## src/rtl/fetch_stage_if.sv

```systemverilog
// Instruction-memory request/response bus used by the fetch stage.
// The master (fetch stage) drives a request and address. The slave (memory)
// answers with a one-cycle valid strobe and the instruction word.
interface fetch_stage_if #(
  parameter int PC_WIDTH    = 8,
  parameter int INSTR_WIDTH = 32
);
  logic                   imem_req;
  logic [PC_WIDTH-1:0]    imem_addr;
  logic [INSTR_WIDTH-1:0] imem_rdata;
  logic                   imem_valid;

  modport master (
    output imem_req,
    output imem_addr,
    input  imem_rdata,
    input  imem_valid
  );

  modport slave (
    input  imem_req,
    input  imem_addr,
    output imem_rdata,
    output imem_valid
  );
endinterface

```

## src/rtl/fetch_stage.sv

```systemverilog
// Instruction-fetch stage with IF/ID pipeline register.
// Holds the PC and fetches over a variable-latency req/valid handshake.
// It honours the load-use stall (pc_write / IFID_write) and the branch flush from EX.
// States: FETCH (request outstanding), HOLD (a response arrived during a stall
// and is parked in a buffer), and DRAIN (a flush arrived while a request was in
// flight, so the request must finish before the redirect is taken).
// Optional macro FETCH_PERF_CNT_EN adds saturating stall/bubble counters.
module fetch_stage #(
  parameter int                  PC_WIDTH    = 8,
  parameter int                  INSTR_WIDTH = 32,
  parameter logic [PC_WIDTH-1:0] RESET_PC    = {PC_WIDTH{1'b0}}
) (
  input  logic                   clk,
  input  logic                   rst_n,
  input  logic                   pc_write,
  input  logic                   IFID_write,
  input  logic                   flush,
  input  logic [PC_WIDTH-1:0]    branch_target,
  fetch_stage_if.master          imem,
  output logic [PC_WIDTH-1:0]    IFID_pc,
  output logic [PC_WIDTH-1:0]    IFID_pc_plus1,
  output logic [INSTR_WIDTH-1:0] IFID_instr,
`ifdef FETCH_PERF_CNT_EN
  output logic [15:0]            stall_cycles,
  output logic [15:0]            bubble_cycles,
`endif
  output logic                   IFID_valid
);

  typedef enum logic [1:0] {
    S_FETCH = 2'd0,
    S_HOLD  = 2'd1,
    S_DRAIN = 2'd2
  } state_t;

  localparam logic [PC_WIDTH-1:0]    PC_ONE     = {{(PC_WIDTH-1){1'b0}}, 1'b1};
  localparam logic [INSTR_WIDTH-1:0] INSTR_NOP  = {INSTR_WIDTH{1'b0}};

  state_t                 state_r, state_nx_s;
  logic [PC_WIDTH-1:0]    pc_r, pc_nx_s;
  logic [PC_WIDTH-1:0]    redir_r, redir_nx_s;
  logic [INSTR_WIDTH-1:0] buf_r, buf_nx_s;
  logic                   req_r;
  logic [PC_WIDTH-1:0]    ifid_pc_r, ifid_pc_nx_s;
  logic [PC_WIDTH-1:0]    ifid_pc1_r, ifid_pc1_nx_s;
  logic [INSTR_WIDTH-1:0] ifid_instr_r, ifid_instr_nx_s;
  logic                   ifid_valid_r, ifid_valid_nx_s;
  logic                   stall_s;
  logic                   bubble_s;
  logic [PC_WIDTH-1:0]    pc_inc_s;

  // Either stall input low freezes the whole front end.
  assign stall_s  = ~pc_write | ~IFID_write;
  assign pc_inc_s = pc_r + PC_ONE;

  assign imem.imem_req  = req_r;
  assign imem.imem_addr = pc_r;
  assign IFID_pc        = ifid_pc_r;
  assign IFID_pc_plus1  = ifid_pc1_r;
  assign IFID_instr     = ifid_instr_r;
  assign IFID_valid     = ifid_valid_r;

  // Next-state and IF/ID load decisions; priority is flush > stall > advance.
  always_comb begin
    state_nx_s      = state_r;
    pc_nx_s         = pc_r;
    redir_nx_s      = redir_r;
    buf_nx_s        = buf_r;
    ifid_pc_nx_s    = ifid_pc_r;
    ifid_pc1_nx_s   = ifid_pc1_r;
    ifid_instr_nx_s = ifid_instr_r;
    ifid_valid_nx_s = ifid_valid_r;
    bubble_s        = 1'b0;
    case (state_r)
      S_FETCH: begin
        if (imem.imem_valid) begin
          if (flush) begin
            pc_nx_s         = branch_target;
            ifid_valid_nx_s = 1'b0;
            ifid_instr_nx_s = INSTR_NOP;
          end else if (stall_s) begin
            buf_nx_s   = imem.imem_rdata;
            state_nx_s = S_HOLD;
          end else begin
            ifid_pc_nx_s    = pc_r;
            ifid_pc1_nx_s   = pc_inc_s;
            ifid_instr_nx_s = imem.imem_rdata;
            ifid_valid_nx_s = 1'b1;
            pc_nx_s         = pc_inc_s;
          end
        end else begin
          if (flush) begin
            redir_nx_s      = branch_target;
            ifid_valid_nx_s = 1'b0;
            ifid_instr_nx_s = INSTR_NOP;
            state_nx_s      = S_DRAIN;
          end else if (stall_s) begin
            state_nx_s = S_FETCH;
          end else begin
            ifid_valid_nx_s = 1'b0;
            ifid_instr_nx_s = INSTR_NOP;
            bubble_s        = 1'b1;
          end
        end
      end
      S_HOLD: begin
        if (flush) begin
          pc_nx_s         = branch_target;
          ifid_valid_nx_s = 1'b0;
          ifid_instr_nx_s = INSTR_NOP;
          state_nx_s      = S_FETCH;
        end else if (stall_s) begin
          state_nx_s = S_HOLD;
        end else begin
          ifid_pc_nx_s    = pc_r;
          ifid_pc1_nx_s   = pc_inc_s;
          ifid_instr_nx_s = buf_r;
          ifid_valid_nx_s = 1'b1;
          pc_nx_s         = pc_inc_s;
          state_nx_s      = S_FETCH;
        end
      end
      S_DRAIN: begin
        // The in-flight request cannot be withdrawn; the latest flush target wins.
        bubble_s = 1'b1;
        if (flush) begin
          redir_nx_s = branch_target;
        end else begin
          redir_nx_s = redir_r;
        end
        if (imem.imem_valid) begin
          pc_nx_s    = flush ? branch_target : redir_r;
          state_nx_s = S_FETCH;
        end else begin
          state_nx_s = S_DRAIN;
        end
      end
      default: begin
        state_nx_s = S_FETCH;
      end
    endcase
  end

  // State, PC, buffers and the registered request strobe.
  always_ff @(posedge clk or negedge rst_n) begin
    if (!rst_n) begin
      state_r <= S_FETCH;
      pc_r    <= RESET_PC;
      redir_r <= {PC_WIDTH{1'b0}};
      buf_r   <= INSTR_NOP;
      req_r   <= 1'b0;
    end else begin
      state_r <= state_nx_s;
      pc_r    <= pc_nx_s;
      redir_r <= redir_nx_s;
      buf_r   <= buf_nx_s;
      req_r   <= (state_nx_s != S_HOLD);
    end
  end

  // IF/ID pipeline register.
  always_ff @(posedge clk or negedge rst_n) begin
    if (!rst_n) begin
      ifid_pc_r    <= {PC_WIDTH{1'b0}};
      ifid_pc1_r   <= {PC_WIDTH{1'b0}};
      ifid_instr_r <= INSTR_NOP;
      ifid_valid_r <= 1'b0;
    end else begin
      ifid_pc_r    <= ifid_pc_nx_s;
      ifid_pc1_r   <= ifid_pc1_nx_s;
      ifid_instr_r <= ifid_instr_nx_s;
      ifid_valid_r <= ifid_valid_nx_s;
    end
  end

`ifdef FETCH_PERF_CNT_EN
  logic [15:0] stall_cnt_r;
  logic [15:0] bubble_cnt_r;

  assign stall_cycles  = stall_cnt_r;
  assign bubble_cycles = bubble_cnt_r;

  // Saturating counters for stall cycles and latency/drain bubbles.
  always_ff @(posedge clk or negedge rst_n) begin
    if (!rst_n) begin
      stall_cnt_r  <= 16'h0000;
      bubble_cnt_r <= 16'h0000;
    end else begin
      if (stall_s && !flush && (stall_cnt_r != 16'hFFFF)) begin
        stall_cnt_r <= stall_cnt_r + 16'h0001;
      end else begin
        stall_cnt_r <= stall_cnt_r;
      end
      if (bubble_s && (bubble_cnt_r != 16'hFFFF)) begin
        bubble_cnt_r <= bubble_cnt_r + 16'h0001;
      end else begin
        bubble_cnt_r <= bubble_cnt_r;
      end
    end
  end
`endif

endmodule

```

## src/flat_wrapper.sv

```systemverilog
// flat-port wrapper written by rule: the top's interface ports become plain ports
module fetch_stage_flat 
#(
  parameter int                  PC_WIDTH    = 8,
  parameter int                  INSTR_WIDTH = 32,
  parameter logic [PC_WIDTH-1:0] RESET_PC    = {PC_WIDTH{1'b0}}
)
  (clk, rst_n, pc_write, IFID_write, flush, branch_target, IFID_pc, IFID_pc_plus1, IFID_instr, IFID_valid, imem_imem_req, imem_imem_addr, imem_imem_rdata, imem_imem_valid);
  fetch_stage_if #(.PC_WIDTH(PC_WIDTH), .INSTR_WIDTH(INSTR_WIDTH)) imem_i ();
  input  logic clk;
  input  logic rst_n;
  input  logic pc_write;
  input  logic IFID_write;
  input  logic flush;
  input  logic [PC_WIDTH-1:0] branch_target;
  output logic [PC_WIDTH-1:0] IFID_pc;
  output logic [PC_WIDTH-1:0] IFID_pc_plus1;
  output logic [INSTR_WIDTH-1:0] IFID_instr;
  output logic IFID_valid;
  output wire logic [$bits(imem_i.imem_req)-1:0] imem_imem_req;
  output wire logic [$bits(imem_i.imem_addr)-1:0] imem_imem_addr;
  input wire logic [$bits(imem_i.imem_rdata)-1:0] imem_imem_rdata;
  input wire logic [$bits(imem_i.imem_valid)-1:0] imem_imem_valid;
  assign imem_imem_req = imem_i.imem_req;
  assign imem_imem_addr = imem_i.imem_addr;
  assign imem_i.imem_rdata = imem_imem_rdata;
  assign imem_i.imem_valid = imem_imem_valid;
  fetch_stage #(.PC_WIDTH(PC_WIDTH), .INSTR_WIDTH(INSTR_WIDTH), .RESET_PC(RESET_PC)) u_core (.clk(clk), .rst_n(rst_n), .pc_write(pc_write), .IFID_write(IFID_write), .flush(flush), .branch_target(branch_target), .imem(imem_i), .IFID_pc(IFID_pc), .IFID_pc_plus1(IFID_pc_plus1), .IFID_instr(IFID_instr), .IFID_valid(IFID_valid));
endmodule
```

## config.mk

```make
export PLATFORM = sky130hd
export DESIGN_NAME = fetch_stage_flat
export DESIGN_NICKNAME = d
export VERILOG_FILES = /design/src/rtl/fetch_stage_if.sv /design/src/rtl/fetch_stage.sv /design/src/flat_wrapper.sv
export SDC_FILE = /design/constraint.sdc
export NUM_CORES = 1
export LEC_CHECK = 0
export CORE_MARGIN = 5
export CORE_UTILIZATION = 54
export DETAILED_ROUTE_END_ITERATION = 7
export PLACE_DENSITY = 0.94
export REMOVE_ABC_BUFFERS = 1
export SLEW_MARGIN = 20
export SYNTH_ARGS = -nofsm -noshare
export SYNTH_HDL_FRONTEND = slang
export SYNTH_SLANG_ARGS = --single-unit
```

## constraint.sdc

```tcl
create_clock -name clk -period 2.8 [get_ports clk]
set_clock_uncertainty 0.05 [all_clocks]
set_input_delay 0.56 -clock clk [delete_from_list [all_inputs] [get_ports clk]]
set_output_delay 0.56 -clock clk [all_outputs]
set_load 0.03 [all_outputs]
```

==> run metrics <==
outcome finished, final reports clean; Cell Area, Placed 5570 um2; Critical Path Source Type register; # DRC 0; area grow syn2layout 27.4%; clk slew on worst S/H paths 90 ps; required time of the critical path 2190 ps; number of detailed-route iterations in the first pass 5; Worst-Margin Slew 1050 ps; Core Util, Final 70.4%; total gr overflow 0; antenna cells 0; CTS tree built; Vias per Instance 5.65; relative slew slack 30.1%; Post-CTS Hold Buffers 0; commonest non-fill, non-tap cell in the layout clkdlybuf4s50_1; Worst path max stage delay 750 ps; RSZ-0062 raised after global routing false; htree depth 3; post-DP HPWL 7.48 mm; CTS root buffer clkbuf_8; critical path endpoint category primary output; Gates resized, CTS repair 0; core box area 8180 um2; Inserted Clock Buffers 9; setup_tns 0 ps; number of global-route vias before repair 3,597; CP arrival 1670 ps; fin crit period 2280 ps; gpl congestion 0.854; grt met1 use 27.7%; max-cap violation count 0; PwrDens 688 nW/um2; Vias 3,503; pre-CTS setup slack 130 ps; crit path kind reg2out; die footprint 10,300 um2; clock insertion delay at the later pin of the skew report 360 ps; CP Buf/Inv Count 1; global-route wire length before repair 17.8 mm; Max clock buf depth 2; slack of the critical path 523 ps; Cell Chain, Critical Path clkdlybuf4s50_1; worst-case vdd ir drop 339 uV; Wirelength per Cell 17.4 um; Min-Delay Path Class in2async; Gate Count Post-Synth 421; Hold Vio Cnt, Final 0; Post-CTS Setup Repair Bufs 0; Row Count 33; crit share post-route 81.3%; GRT met3 Usage 3.24%; Routed Antenna Nets 0; sequential share of the synthesized area 55.4%; Die Ht 101 um; largest net degree at the start of global routing 58; GRT Util Overall 22.0%; DRT iter0 DRCs 198; flop and latch count out of synthesis 100; Initial Util 55.2%; Crit path max-delay family buffers and inverters; Worst Path Max Fanout 8; GRT busiest layer met2; Distinct cells, synth 48; io pins 104; M2 GR Usage 37.7%; f_max 0.439 GHz; share of layout cells above drive strength 1 14.4%; Final Cell Area 5750 um2; DIE WIDTH 101 um; warnings from Yosys 0; syn_area_per_cell 10.7 um2; initial antenna violation count 0; Synth Cell Area 4520 um2; final WL 10.8 mm; slowest CP cell clkdlybuf4s50_1; final setup violating endpoints 0; most frequent cells in the layout clkdlybuf4s50_1 (102), dfrtp_1 (100), nand2_1 (68); Num Clock Sinks 100; I/O Buffers 103; Max Slew Vio Count 0; final layout net count 557; Lkg Pwr 2.53 nW
## cell families (layout without fill, tap and decap cells)
group | after synthesis | after routing | synth area share, %
compound gates | 103 | 103 | 13.0
xor+xnor | 5 | 5 | 0.970
fa+ha+maj | 1 | 1 | 0.277
buf+inv | 35 | 129 | 4.05
flops | 100 | 100 | 55.4
mux | 41 | 41 | 10.2
simple gates | 136 | 136 | 16.1
## through the flow
step / power (mW) / instances / hold slack, ps
2_1_floorplan: 2.57 / 390 / 214
4_1_cts: 3.98 / 620 / 209
6_report: 3.96 / 620 / 185
3_3_place_gp: 3.07 / 604 / 410
3_5_place_dp: 3.12 / 604 / 419
5_1_grt: 4.14 / 620 / 254
## registers in the layout, summed over array words and instances, names as in the netlist
name,flops
u_core.IFID_pc_plus1,8
u_core.IFID_pc,8
u_core.redir_r,8
u_core.imem.imem_addr,8
u_core.IFID_instr,32
u_core.state_r,2
u_core.imem.imem_req,1
u_core.buf_r,32
u_core.IFID_valid,1
## layout make-up
| type | count | area, um2 |
|---|---|---|
| well taps | 105 | 131 |
| clock buffers | 10 | 138 |
| flip-flops and latches | 100 | 2500 |
| clock inverters | 6 | 46.3 |
| repair buffers | 109 | 1090 |
| multi-input cells | 286 | 1830 |
| fillers | 594 | 2420 |
| inverters | 4 | 15.0 |
## per-layer routing
| layer | routed length, um | vias to the layer above |
|---|---|---|
| li1 | - | 1649 |
| met1 | 4260 | 1722 |
| met2 | 5580 | 109 |
| met3 | 618 | 23 |
| met4 | 308 | 0 |
| met5 | 0 | - |
## power breakdown
part	switching (mW)	internal, mW	leakage [nW]
clock network	0.511	0.354	0.0893
registers	0.207	1.72	1.26
logic	0.624	0.543	1.18
total	1.34	2.62	2.53
## Yosys cell counts, drive strengths merged
master / instances / share of area (%)
a22o: 1 / 0.19
xnor2: 4 / 0.78
o311a: 1 / 0.22
a21oi: 41 / 4.5
a221oi: 2 / 0.39
a221o: 1 / 0.22
dfrtp: 100 / 55
o21ai: 46 / 5.1
nand4bb: 1 / 0.61
buf: 16 / 2.4
mux2: 40 / 10
and3: 32 / 4.4
nor3: 4 / 0.55
and3b: 3 / 0.58
nand3b: 3 / 0.78
a211oi: 2 / 0.72
or2: 3 / 0.42
clkbuf: 15 / 1.3
and4: 2 / 0.39
o21a: 1 / 0.17
nand3: 2 / 0.22
inv: 4 / 0.33
nand2b: 2 / 0.33
mux2i: 1 / 0.22
xor2: 1 / 0.19
nor2b: 3 / 0.58
ha: 1 / 0.28
a211o: 3 / 0.58
a32o: 1 / 0.22
o2bb2ai: 1 / 0.19
a21o: 1 / 0.17
nor3b: 2 / 0.58
nor2: 11 / 0.97
o22ai: 2 / 0.28
nand2: 68 / 5.7
## path summary, 6_finish.rpt
check	from	slack [ps]	depth (start not counted)	to
worst max-delay path	u_core.imem.imem_addr[2]	520	1	imem_imem_addr[2]
worst min-delay path	rst_n	180	1	u_core.IFID_pc_plus1[0]
worst max register to register	u_core.state_r[0]	690	3	u_core.IFID_pc_plus1[5]
worst min register to register	u_core.IFID_instr[15]	430	2	u_core.IFID_instr[15]
max in group asynchronous	rst_n	1830	2	u_core.IFID_instr[15]
min in group clk	u_core.IFID_instr[15]	430	2	u_core.IFID_instr[15]
Note: power is estimated with default switching activity, not from simulation.
